[config.mk]
export PLATFORM = sky130hd
export DESIGN_NAME = axil_mem_responder_flat
export DESIGN_NICKNAME = d
export VERILOG_FILES = /design/src/rtl/axil_mem_responder_if.sv /design/src/rtl/axil_mem_responder.sv /design/src/flat_wrapper.sv
export SDC_FILE = /design/constraint.sdc
export NUM_CORES = 1
export LEC_CHECK = 0
export CAP_MARGIN = 20
export CELL_PAD_IN_SITES_DETAIL_PLACEMENT = 1
export CELL_PAD_IN_SITES_GLOBAL_PLACEMENT = 2
export CORE_UTILIZATION = 29
export CTS_CLUSTER_DIAMETER = 40
export CTS_CLUSTER_SIZE = 12
export DETAILED_ROUTE_END_ITERATION = 8
export PLACE_DENSITY_LB_ADDON = 0.1
export SLEW_MARGIN = 10
export SYNTH_ARGS = -nofsm -noshare
export SYNTH_HDL_FRONTEND = slang
export SYNTH_SLANG_ARGS = --single-unit
[constraint.sdc]
create_clock -name clk -period 8.9 [get_ports clk]
set_clock_uncertainty 0.2 [all_clocks]
set_input_delay 1.78 -clock clk [delete_from_list [all_inputs] [get_ports clk]]
set_output_delay 1.78 -clock clk [all_outputs]
set_load 0.005 [all_outputs]
[src/rtl/axil_mem_responder_if.sv]
// AXI4-Lite slave channels plus the single-beat memory request/response bus.
interface axil_mem_responder_if;
    logic [31:0] s_araddr;
    logic        s_arready;
    logic        s_arvalid;
    logic [2:0]  s_arprot;
    logic [31:0] s_rdata;
    logic        s_rready;
    logic [1:0]  s_rresp;
    logic        s_rvalid;
    logic [31:0] s_awaddr;
    logic        s_awready;
    logic        s_awvalid;
    logic [2:0]  s_awprot;
    logic [31:0] s_wdata;
    logic        s_wready;
    logic [3:0]  s_wstrb;
    logic        s_wvalid;
    logic        s_bready;
    logic [1:0]  s_bresp;
    logic        s_bvalid;
    logic        mem_request_enable;
    logic        mem_mode;
    logic [31:0] mem_addr;
    logic [31:0] mem_wdata;
    logic [3:0]  mem_wstrb;
    logic        mem_response_enable;
    logic [31:0] mem_data;

    modport slave (
        input  s_araddr, s_arvalid, s_arprot, s_rready,
        input  s_awaddr, s_awvalid, s_awprot,
        input  s_wdata, s_wstrb, s_wvalid, s_bready,
        output s_arready, s_rdata, s_rresp, s_rvalid,
        output s_awready, s_wready, s_bresp, s_bvalid,
        output mem_request_enable, mem_mode, mem_addr,
        output mem_wdata, mem_wstrb,
        input  mem_response_enable, mem_data
    );

    modport master (
        output s_araddr, s_arvalid, s_arprot, s_rready,
        output s_awaddr, s_awvalid, s_awprot,
        output s_wdata, s_wstrb, s_wvalid, s_bready,
        input  s_arready, s_rdata, s_rresp, s_rvalid,
        input  s_awready, s_wready, s_bresp, s_bvalid,
        input  mem_request_enable, mem_mode, mem_addr,
        input  mem_wdata, mem_wstrb,
        output mem_response_enable, mem_data
    );
endinterface

[src/rtl/axil_mem_responder.sv]
// AXI4-Lite slave turning each read/write into one memory request pulse.
// Optional AXIL_RESP_TIMEOUT_EN adds a SLVERR timeout on the memory response.
module axil_mem_responder #(
    parameter logic [31:0] ADDR_BASE      = 32'h0000_0000,
    parameter logic [31:0] ADDR_MASK      = 32'hFF00_0000,
    parameter int unsigned TIMEOUT_CYCLES = 1024
) (
    input logic                 clk,
    input logic                 rst,
    axil_mem_responder_if.slave bus
);

    typedef enum logic [2:0] {
        IDLE, WR_COLLECT, MEM_RD, MEM_WR, RESP_R, RESP_B
    } state_t;

    state_t      state;
    logic        aw_rdy, w_rdy, ar_rdy;
    logic        aw_got, w_got;
    logic [31:0] awaddr_q, wdata_q;
    logic [3:0]  wstrb_q;
    logic        rvalid, bvalid;
    logic [31:0] rdata;
    logic [1:0]  rresp, bresp;
    logic        req, mode;
    logic [31:0] maddr, mwdata;
    logic [3:0]  mwstrb;

    logic        aw_hs, w_hs, ar_hs, wr_done, wr_part;
    logic [31:0] wr_addr, wr_data;
    logic [3:0]  wr_strb;
    logic        mem_done;
    logic [1:0]  done_resp;
    logic [31:0] done_data;

    function automatic logic in_window(input logic [31:0] a);
        return (a & ADDR_MASK) == (ADDR_BASE & ADDR_MASK);
    endfunction

    // A pending write on either channel holds AR off in the same cycle.
    assign bus.s_arready = ar_rdy & ~(bus.s_awvalid | bus.s_wvalid);
    assign bus.s_awready = aw_rdy;
    assign bus.s_wready  = w_rdy;
    assign bus.s_rvalid  = rvalid;
    assign bus.s_rdata   = rdata;
    assign bus.s_rresp   = rresp;
    assign bus.s_bvalid  = bvalid;
    assign bus.s_bresp   = bresp;
    assign bus.mem_request_enable = req;
    assign bus.mem_mode  = mode;
    assign bus.mem_addr  = maddr;
    assign bus.mem_wdata = mwdata;
    assign bus.mem_wstrb = mwstrb;

    logic unused_prot;
    assign unused_prot = ^{bus.s_arprot, bus.s_awprot};

    assign aw_hs   = bus.s_awvalid & aw_rdy;
    assign w_hs    = bus.s_wvalid & w_rdy;
    assign ar_hs   = bus.s_arvalid & bus.s_arready;
    assign wr_addr = aw_hs ? bus.s_awaddr : awaddr_q;
    assign wr_data = w_hs ? bus.s_wdata : wdata_q;
    assign wr_strb = w_hs ? bus.s_wstrb : wstrb_q;
    assign wr_done = (aw_hs | aw_got) & (w_hs | w_got);
    assign wr_part = aw_hs | w_hs | aw_got | w_got;

`ifdef AXIL_RESP_TIMEOUT_EN
    localparam int CW = $clog2(TIMEOUT_CYCLES + 1);
    logic [CW-1:0] tmo_cnt;
    logic          in_mem, resp_hit, tmo_hit;

    assign in_mem   = (state == MEM_RD) || (state == MEM_WR);
    assign resp_hit = in_mem & ~req & bus.mem_response_enable;
    assign tmo_hit  = in_mem & ~req &
                      (tmo_cnt == CW'(TIMEOUT_CYCLES - 1));

    always_ff @(posedge clk or posedge rst) begin
        if (rst) begin
            tmo_cnt <= '0;
        end else if (in_mem && !req) begin
            tmo_cnt <= tmo_cnt + 1'b1;
        end else begin
            tmo_cnt <= '0;
        end
    end

    // A real response in the final cycle still beats the timeout.
    always_comb begin
        mem_done  = resp_hit | tmo_hit;
        done_resp = resp_hit ? 2'b00 : 2'b10;
        done_data = resp_hit ? bus.mem_data : 32'h0;
    end
`else
    always_comb begin
        mem_done  = ~req & bus.mem_response_enable;
        done_resp = 2'b00;
        done_data = bus.mem_data;
    end
`endif

    always_ff @(posedge clk or posedge rst) begin
        if (rst) begin
            state    <= IDLE;
            aw_rdy   <= 1'b0;
            w_rdy    <= 1'b0;
            ar_rdy   <= 1'b0;
            aw_got   <= 1'b0;
            w_got    <= 1'b0;
            awaddr_q <= '0;
            wdata_q  <= '0;
            wstrb_q  <= '0;
            rvalid   <= 1'b0;
            rdata    <= '0;
            rresp    <= '0;
            bvalid   <= 1'b0;
            bresp    <= '0;
            req      <= 1'b0;
            mode     <= 1'b0;
            maddr    <= '0;
            mwdata   <= '0;
            mwstrb   <= '0;
        end else begin
            req <= 1'b0;
            unique case (state)
                IDLE, WR_COLLECT: begin
                    if (aw_hs) begin
                        awaddr_q <= bus.s_awaddr;
                        aw_got   <= 1'b1;
                    end
                    if (w_hs) begin
                        wdata_q <= bus.s_wdata;
                        wstrb_q <= bus.s_wstrb;
                        w_got   <= 1'b1;
                    end
                    if (wr_done) begin
                        aw_rdy <= 1'b0;
                        w_rdy  <= 1'b0;
                        ar_rdy <= 1'b0;
                        aw_got <= 1'b0;
                        w_got  <= 1'b0;
                        if (in_window(wr_addr)) begin
                            req    <= 1'b1;
                            mode   <= 1'b1;
                            maddr  <= {wr_addr[31:2], 2'b00};
                            mwdata <= wr_data;
                            mwstrb <= wr_strb;
                            state  <= MEM_WR;
                        end else begin
                            bvalid <= 1'b1;
                            bresp  <= 2'b11;
                            state  <= RESP_B;
                        end
                    end else if (wr_part) begin
                        aw_rdy <= ~(aw_hs | aw_got);
                        w_rdy  <= ~(w_hs | w_got);
                        ar_rdy <= 1'b0;
                        state  <= WR_COLLECT;
                    end else if (ar_hs) begin
                        aw_rdy <= 1'b0;
                        w_rdy  <= 1'b0;
                        ar_rdy <= 1'b0;
                        if (in_window(bus.s_araddr)) begin
                            req    <= 1'b1;
                            mode   <= 1'b0;
                            maddr  <= {bus.s_araddr[31:2], 2'b00};
                            mwdata <= '0;
                            mwstrb <= '0;
                            state  <= MEM_RD;
                        end else begin
                            rvalid <= 1'b1;
                            rdata  <= '0;
                            rresp  <= 2'b11;
                            state  <= RESP_R;
                        end
                    end else begin
                        aw_rdy <= 1'b1;
                        w_rdy  <= 1'b1;
                        ar_rdy <= 1'b1;
                    end
                end
                MEM_RD, MEM_WR: begin
                    if (mem_done) begin
                        mode   <= 1'b0;
                        maddr  <= '0;
                        mwdata <= '0;
                        mwstrb <= '0;
                        if (state == MEM_RD) begin
                            rvalid <= 1'b1;
                            rdata  <= done_data;
                            rresp  <= done_resp;
                            state  <= RESP_R;
                        end else begin
                            bvalid <= 1'b1;
                            bresp  <= done_resp;
                            state  <= RESP_B;
                        end
                    end
                end
                RESP_R: begin
                    if (bus.s_rready) begin
                        rvalid <= 1'b0;
                        rdata  <= '0;
                        rresp  <= '0;
                        aw_rdy <= 1'b1;
                        w_rdy  <= 1'b1;
                        ar_rdy <= 1'b1;
                        state  <= IDLE;
                    end
                end
                RESP_B: begin
                    if (bus.s_bready) begin
                        bvalid <= 1'b0;
                        bresp  <= '0;
                        aw_rdy <= 1'b1;
                        w_rdy  <= 1'b1;
                        ar_rdy <= 1'b1;
                        state  <= IDLE;
                    end
                end
                default: state <= IDLE;
            endcase
        end
    end

endmodule

[src/flat_wrapper.sv]
// flat-port wrapper written by rule: the top's interface ports become plain ports
module axil_mem_responder_flat 
#(
    parameter logic [31:0] ADDR_BASE      = 32'h0000_0000,
    parameter logic [31:0] ADDR_MASK      = 32'hFF00_0000,
    parameter int unsigned TIMEOUT_CYCLES = 1024
)
  (clk, rst, bus_s_araddr, bus_s_arvalid, bus_s_arprot, bus_s_rready, bus_s_awaddr, bus_s_awvalid, bus_s_awprot, bus_s_wdata, bus_s_wstrb, bus_s_wvalid, bus_s_bready, bus_s_arready, bus_s_rdata, bus_s_rresp, bus_s_rvalid, bus_s_awready, bus_s_wready, bus_s_bresp, bus_s_bvalid, bus_mem_request_enable, bus_mem_mode, bus_mem_addr, bus_mem_wdata, bus_mem_wstrb, bus_mem_response_enable, bus_mem_data);
  axil_mem_responder_if bus_i ();
  input logic clk;
  input logic rst;
  input wire logic [$bits(bus_i.s_araddr)-1:0] bus_s_araddr;
  input wire logic [$bits(bus_i.s_arvalid)-1:0] bus_s_arvalid;
  input wire logic [$bits(bus_i.s_arprot)-1:0] bus_s_arprot;
  input wire logic [$bits(bus_i.s_rready)-1:0] bus_s_rready;
  input wire logic [$bits(bus_i.s_awaddr)-1:0] bus_s_awaddr;
  input wire logic [$bits(bus_i.s_awvalid)-1:0] bus_s_awvalid;
  input wire logic [$bits(bus_i.s_awprot)-1:0] bus_s_awprot;
  input wire logic [$bits(bus_i.s_wdata)-1:0] bus_s_wdata;
  input wire logic [$bits(bus_i.s_wstrb)-1:0] bus_s_wstrb;
  input wire logic [$bits(bus_i.s_wvalid)-1:0] bus_s_wvalid;
  input wire logic [$bits(bus_i.s_bready)-1:0] bus_s_bready;
  output wire logic [$bits(bus_i.s_arready)-1:0] bus_s_arready;
  output wire logic [$bits(bus_i.s_rdata)-1:0] bus_s_rdata;
  output wire logic [$bits(bus_i.s_rresp)-1:0] bus_s_rresp;
  output wire logic [$bits(bus_i.s_rvalid)-1:0] bus_s_rvalid;
  output wire logic [$bits(bus_i.s_awready)-1:0] bus_s_awready;
  output wire logic [$bits(bus_i.s_wready)-1:0] bus_s_wready;
  output wire logic [$bits(bus_i.s_bresp)-1:0] bus_s_bresp;
  output wire logic [$bits(bus_i.s_bvalid)-1:0] bus_s_bvalid;
  output wire logic [$bits(bus_i.mem_request_enable)-1:0] bus_mem_request_enable;
  output wire logic [$bits(bus_i.mem_mode)-1:0] bus_mem_mode;
  output wire logic [$bits(bus_i.mem_addr)-1:0] bus_mem_addr;
  output wire logic [$bits(bus_i.mem_wdata)-1:0] bus_mem_wdata;
  output wire logic [$bits(bus_i.mem_wstrb)-1:0] bus_mem_wstrb;
  input wire logic [$bits(bus_i.mem_response_enable)-1:0] bus_mem_response_enable;
  input wire logic [$bits(bus_i.mem_data)-1:0] bus_mem_data;
  assign bus_i.s_araddr = bus_s_araddr;
  assign bus_i.s_arvalid = bus_s_arvalid;
  assign bus_i.s_arprot = bus_s_arprot;
  assign bus_i.s_rready = bus_s_rready;
  assign bus_i.s_awaddr = bus_s_awaddr;
  assign bus_i.s_awvalid = bus_s_awvalid;
  assign bus_i.s_awprot = bus_s_awprot;
  assign bus_i.s_wdata = bus_s_wdata;
  assign bus_i.s_wstrb = bus_s_wstrb;
  assign bus_i.s_wvalid = bus_s_wvalid;
  assign bus_i.s_bready = bus_s_bready;
  assign bus_s_arready = bus_i.s_arready;
  assign bus_s_rdata = bus_i.s_rdata;
  assign bus_s_rresp = bus_i.s_rresp;
  assign bus_s_rvalid = bus_i.s_rvalid;
  assign bus_s_awready = bus_i.s_awready;
  assign bus_s_wready = bus_i.s_wready;
  assign bus_s_bresp = bus_i.s_bresp;
  assign bus_s_bvalid = bus_i.s_bvalid;
  assign bus_mem_request_enable = bus_i.mem_request_enable;
  assign bus_mem_mode = bus_i.mem_mode;
  assign bus_mem_addr = bus_i.mem_addr;
  assign bus_mem_wdata = bus_i.mem_wdata;
  assign bus_mem_wstrb = bus_i.mem_wstrb;
  assign bus_i.mem_response_enable = bus_mem_response_enable;
  assign bus_i.mem_data = bus_mem_data;
  axil_mem_responder #(.ADDR_BASE(ADDR_BASE), .ADDR_MASK(ADDR_MASK), .TIMEOUT_CYCLES(TIMEOUT_CYCLES)) u_core (.clk(clk), .rst(rst), .bus(bus_i));
endmodule
---- Word-level counts from Yosys, hierarchy flattened ----
Index checks and enable logic that the tools add are counted.
cells by class
  equal/unequal tests ..................... 21
  mux-type cells .......................... 98
  bitwise operators ....................... 16
  reductions and logical operators ........ 19
operators by type and width
  operator              count
  $mux W32              20
  $pmux W32 S2          2
  $pmux W32 S3          1
  $logic_not A32 Y1     2
  $mux W1               38
  $mux W4               7
  $mux W2               12
  $mux W3               8
  $pmux W1 S3           5
  $ne A2 B2 Y1 const B  7
  $pmux W2 S3           2
  $pmux W3 S4           1
  $reduce_and A6 Y1     2
  $reduce_bool A3 Y1    3
  $ne A2 B1 Y1 const B  4
  $pmux W4 S2           1
  $reduce_and A8 Y1     1
  $and A1 B1 Y1         6
  $eq A3 B2 Y1 const B  2
  $eq A3 B3 Y1 const B  2
  $ne A3 B1 Y1 const B  2
  $or A1 B1 Y1          6
  $reduce_and A2 Y1     3
  $reduce_bool A2 Y1    3
  10 further kinds      14
word-level totals
  bits in registers ....................... 184
  input port bits ......................... 146
  logic and storage cells ................. 174

---- Logic depth before layout (Yosys ltp) ----
  depth in word-level cells ............... 8
  depth in mapped cells ................... 8

---- Worst setup path after synthesis ----
Ideal clock, no wire load.
  path type ............................... input port to output port
  from .................................... input bus_s_awvalid
  to ...................................... output bus_s_arready
  arrival time ............................ 2047 ps
  slack ................................... 4873 ps
  stages on the path ...................... 1
  buffers on the path ..................... 0
  path through ............................ nor3b_1
on the way
  longest elaborated chain between the ends .. 3
RTL lines
  what                line                      text
  start: declaration  flat_wrapper.sv:17        input wire logic [$bits(bus_i.s_awvalid)-1:0] bus_s_awvalid;
  $or A1 B1 Y1        axil_mem_responder.sv:41  assign bus.s_arready = ar_rdy & ~(bus.s_awvalid | bus.s_wvalid);
  $not A1 Y1          axil_mem_responder.sv:41
  $and A1 B1 Y1       axil_mem_responder.sv:41
  end: declaration    flat_wrapper.sv:23        output wire logic [$bits(bus_i.s_arready)-1:0] bus_s_arready;
Every way passes these cells.

---- Worst setup path after layout ----
  from .................................... input bus_s_wvalid
  to ...................................... output bus_s_arready
on the way
  longest elaborated chain between the ends .. 3
RTL lines
  what                line                      text
  start: declaration  flat_wrapper.sv:21        input wire logic [$bits(bus_i.s_wvalid)-1:0] bus_s_wvalid;
  $or A1 B1 Y1        axil_mem_responder.sv:41
  $not A1 Y1          axil_mem_responder.sv:41
  $and A1 B1 Y1       axil_mem_responder.sv:41
Every way passes these cells.

==> summary.md <==
| Metric | Value |
|---|---|
| Asr flop ratio synth | 100% |
| Yosys reg bits | 178 |
| Mapped Cells | 600 |
| CP Class | primary input to output pin |
| Count of cell types in the netlist | 46 |
| Largest family of logic cells by synthesized area | compound AO/OA/AOI/OAI gates |
| Most common cell in the synthesized netlist | dfrtp_1 |
| RSZ-0062 raised after global routing | false |
| Post-DP HPWL | 15600 µm |
| Fin nets | 977 |
| Post-DP Area | 10400 µm² |
| Hold-fix buffers, CTS | 0 |
| Die ar. | 27000 µm² |
| Largest net degree at the start of global routing | 101 |
| Width of the die | 164 µm |
| Slew of the pin with the lowest slew margin | 0.945 ns |
| Wire per inst | 19.4 µm |
| Top FF cell, synth | dfrtp_1 |
| DRT Pass-1 Iters | 4 |
| Postcts setup bufs | 0 |
| Initial Util | 29.5% |
| Warnings from Yosys | 0 |
| Layout fillers | 2692 |
| CTS Buf Count | 17 |
| Mean area per synthesized cell | 12.7 µm² |
| Core box area | 25900 µm² |
| Via-to-Cell Ratio | 4.90 |
| Fin Setup TNS | 0 ns |
| Status | complete, no violations |
| Switching share of power | 33.6% |
| Residual DRC | 0 |
| Synth Cell Area | 7630 µm² |
| Sequential Power Share | 39.6% |
| Final min period | 5.25 ns |
| H-tree depth | 4 |
| Largest cells by area after synthesis | dfrtp_1, mux2_2, o2bb2ai_1 |
| CTS tree | yes |
| P per Cell Area | 298 nW/µm² |
| Crit path DAT | 3.27 ns |
| Total wire length | 22800 µm |
| Type of the worst min-delay path | flip-flop to flip-flop |
| R2R depth | 6 |
| Gpl congestion | 0.761 |
| First-pass GRT wire length | 35500 µm |
| Startpoint class of the critical path | primary input |
| GR Util met1 | 21.0% |
| Hold Fails Final Rpt | 0 |
| Yosys top cell area share | 58.4% |
| Final Cycle Share | 59.0% |
| Clock share of power | 22.1% |
| Global route hottest layer | met2 |
| Post-Synth XOR/XNOR Area | 0% |
| Post-synth EDFFs | 0 |
| Compound-gate portion of the synthesized area | 17.4% |
| Adder-cell share of the synthesized area | 0% |
| Worst-path clk slew | 0.08 ns |
| Met2 Use GR | 29.7% |
| Post-Synth Simple-Gate Area | 6.38% |
| Logic pwr share | 38.2% |
| CTS Buffer Depth | 2 |
| Ports | 257 |
| Overall Global Routing Usage | 17.2% |
| Hold Crit Depth | 1 |
| Slew headroom | 36.8% |
| F_max | 0.191 GHz |
| Int Pwr | 2.18 mW |
| Skew-Pair Late Insertion Delay | 0.43 ns |
| Number of diodes | 0 |
| Register area share after synthesis | 58.4% |
| Req. time, crit path | 6.92 ns |
| Routed vias | 5779 |
| Area of the multi-input gates | 2950 µm² |
| CTS root buf | clkbuf_16 |
| Met3 usage | 4.75% |
| DRT iter0 DRCs | 272 |
| Cell row count | 59 |
| Crit path capture type | output pin |
| Initial antenna violation count | 0 |
| Design area | 11000 µm² |
| Min Hold Slack | 0.288 ns |
| Post-synthesis mux area share | 14.5% |
| Die Ht | 164 µm |
| Post-synth top cells | dfrtp_1, mux2_2, a21oi_1 |
| Dominant cell type by area after synthesis | dfrtp_1 |
| Final antenna-violating net count | 0 |
| Seq. cell area | 4450 µm² |
| Peak supply drop | 0.134 mV |
| LEAKAGE | 4.62 nW |
| Max-Cap Viols | 0 |
| Total gr overflow | 0 |
| Worst Path Max Fanout | 5 |
| CTS resizes | 0 |
| Net Switching | 1.10 mW |
| Share of cells above drive strength 1 | 15.2% |
| Final setup viols | 0 |
| Layout area overhead | 44.1% |
| CTS Sinks | 178 |
| Vias in the first global route | 6299 |
| Fin. max-slew vios | 0 |
| Port Buffers | 244 |
metrics by stage:
step                worst slack [ns]  util (%)  total power [mW]  instances
global route                    3.61      42.5              3.51       1179
global placement                3.58      39.9              2.50       1142
CTS                             3.65      42.3              3.34       1177
finish                          3.65      42.5              3.28       1179
floorplan                       2.09         -              2.01        601
detailed placement              3.47      40.1              2.59       1145
area by class of cell:
class / count / share of cell area [%]
Clock inverter: 13 / 1.06
Inverter: 2 / 0.114
Tap cell: 335 / 3.81
Timing Repair Buffer: 255 / 23.6
Sequential cell: 178 / 40.5
Multi-Input combinational cell: 377 / 26.9
Clock buffer: 19 / 4.03
placed cells by master (no fill, tap or decap), types with 2 or more instances in the layout:
cell type / netlist / layout
a21oi_1: 57 / 57
a22o_1: 33 / 33
and2_1: 9 / 9
buf_16: 0 / 3
buf_4: 8 / 6
buf_8: 0 / 2
clkbuf_16: 0 / 17
clkdlybuf4s50_1: 0 / 244
clkinv_4: 0 / 2
clkinvlp_4: 0 / 4
conb_1: 1 / 2
dfrtp_1: 178 / 178
inv_6: 0 / 5
inv_8: 0 / 3
mux2_1: 5 / 5
mux2_2: 61 / 61
mux2i_1: 36 / 36
nand2_1: 56 / 55
nand2b_1: 2 / 2
nand3_1: 3 / 3
nor2_1: 13 / 12
nor4_1: 6 / 6
o21ai_0: 8 / 8
o21ai_4: 0 / 2
o22a_1: 2 / 2
o2bb2ai_1: 48 / 48
o2bb2ai_2: 10 / 10
metal layers:
metal  vias up  part of all wire (%)
met3         9                   6.3
met4         0                  0.87
li1       2654                     -
met1      2955                    42
met2       161                    51
met5         -                     0
critical path, cell delays in order:
cell and delay [ns]:
clkdlybuf4s50_1 0.51, nor3b_1 0.37, clkdlybuf4s50_1 0.61
state kept, by name (all words and copies together) (netlist names), 3 cells and up:
register,cells
u_core.state,3
u_core.awaddr_q,30
u_core.bus.s_rdata,32
u_core.bus.mem_wstrb,4
u_core.wstrb_q,4
u_core.bus.mem_addr,30
u_core.bus.mem_wdata,32
u_core.wdata_q,32
final timing paths:
kind / start / end / slack, ns
setup / recovery: bus_s_wvalid / bus_s_arready / 3.65
hold / removal: u_core.bus.mem_addr[24] / u_core.bus.mem_addr[24] / 0.29
setup reg to reg: u_core.bus.s_awready / u_core.bus.mem_mode / 5.98
hold reg to reg: u_core.bus.mem_addr[24] / u_core.bus.mem_addr[24] / 0.29
max in group asynchronous: rst / u_core.wdata_q[29] / 5.49
min in group asynchronous: rst / u_core.bus.s_rdata[22] / 1.73
power groups by stage:
stage / Sequential (mW) / Clock [mW] / Combinational, mW
after floorplan: 1.27 / 0 / 0.746
after global placement: 1.29 / 0 / 1.21
after detailed placement: 1.31 / 0 / 1.27
after CTS: 1.30 / 0.757 / 1.28
after global routing: 1.34 / 0.786 / 1.38
final: 1.30 / 0.724 / 1.25
logic make-up (layout without fill, tap and decap cells):
kind of cell | count (synthesis) | in the layout
other | 1 | 2
AND/OR/NAND/NOR | 101 | 101
buffers and inverters | 46 | 289
flip-flops | 178 | 178
multiplexers | 102 | 102
AO/OA/AOI/OAI | 172 | 172
Power figures use the tool's default switching activity.
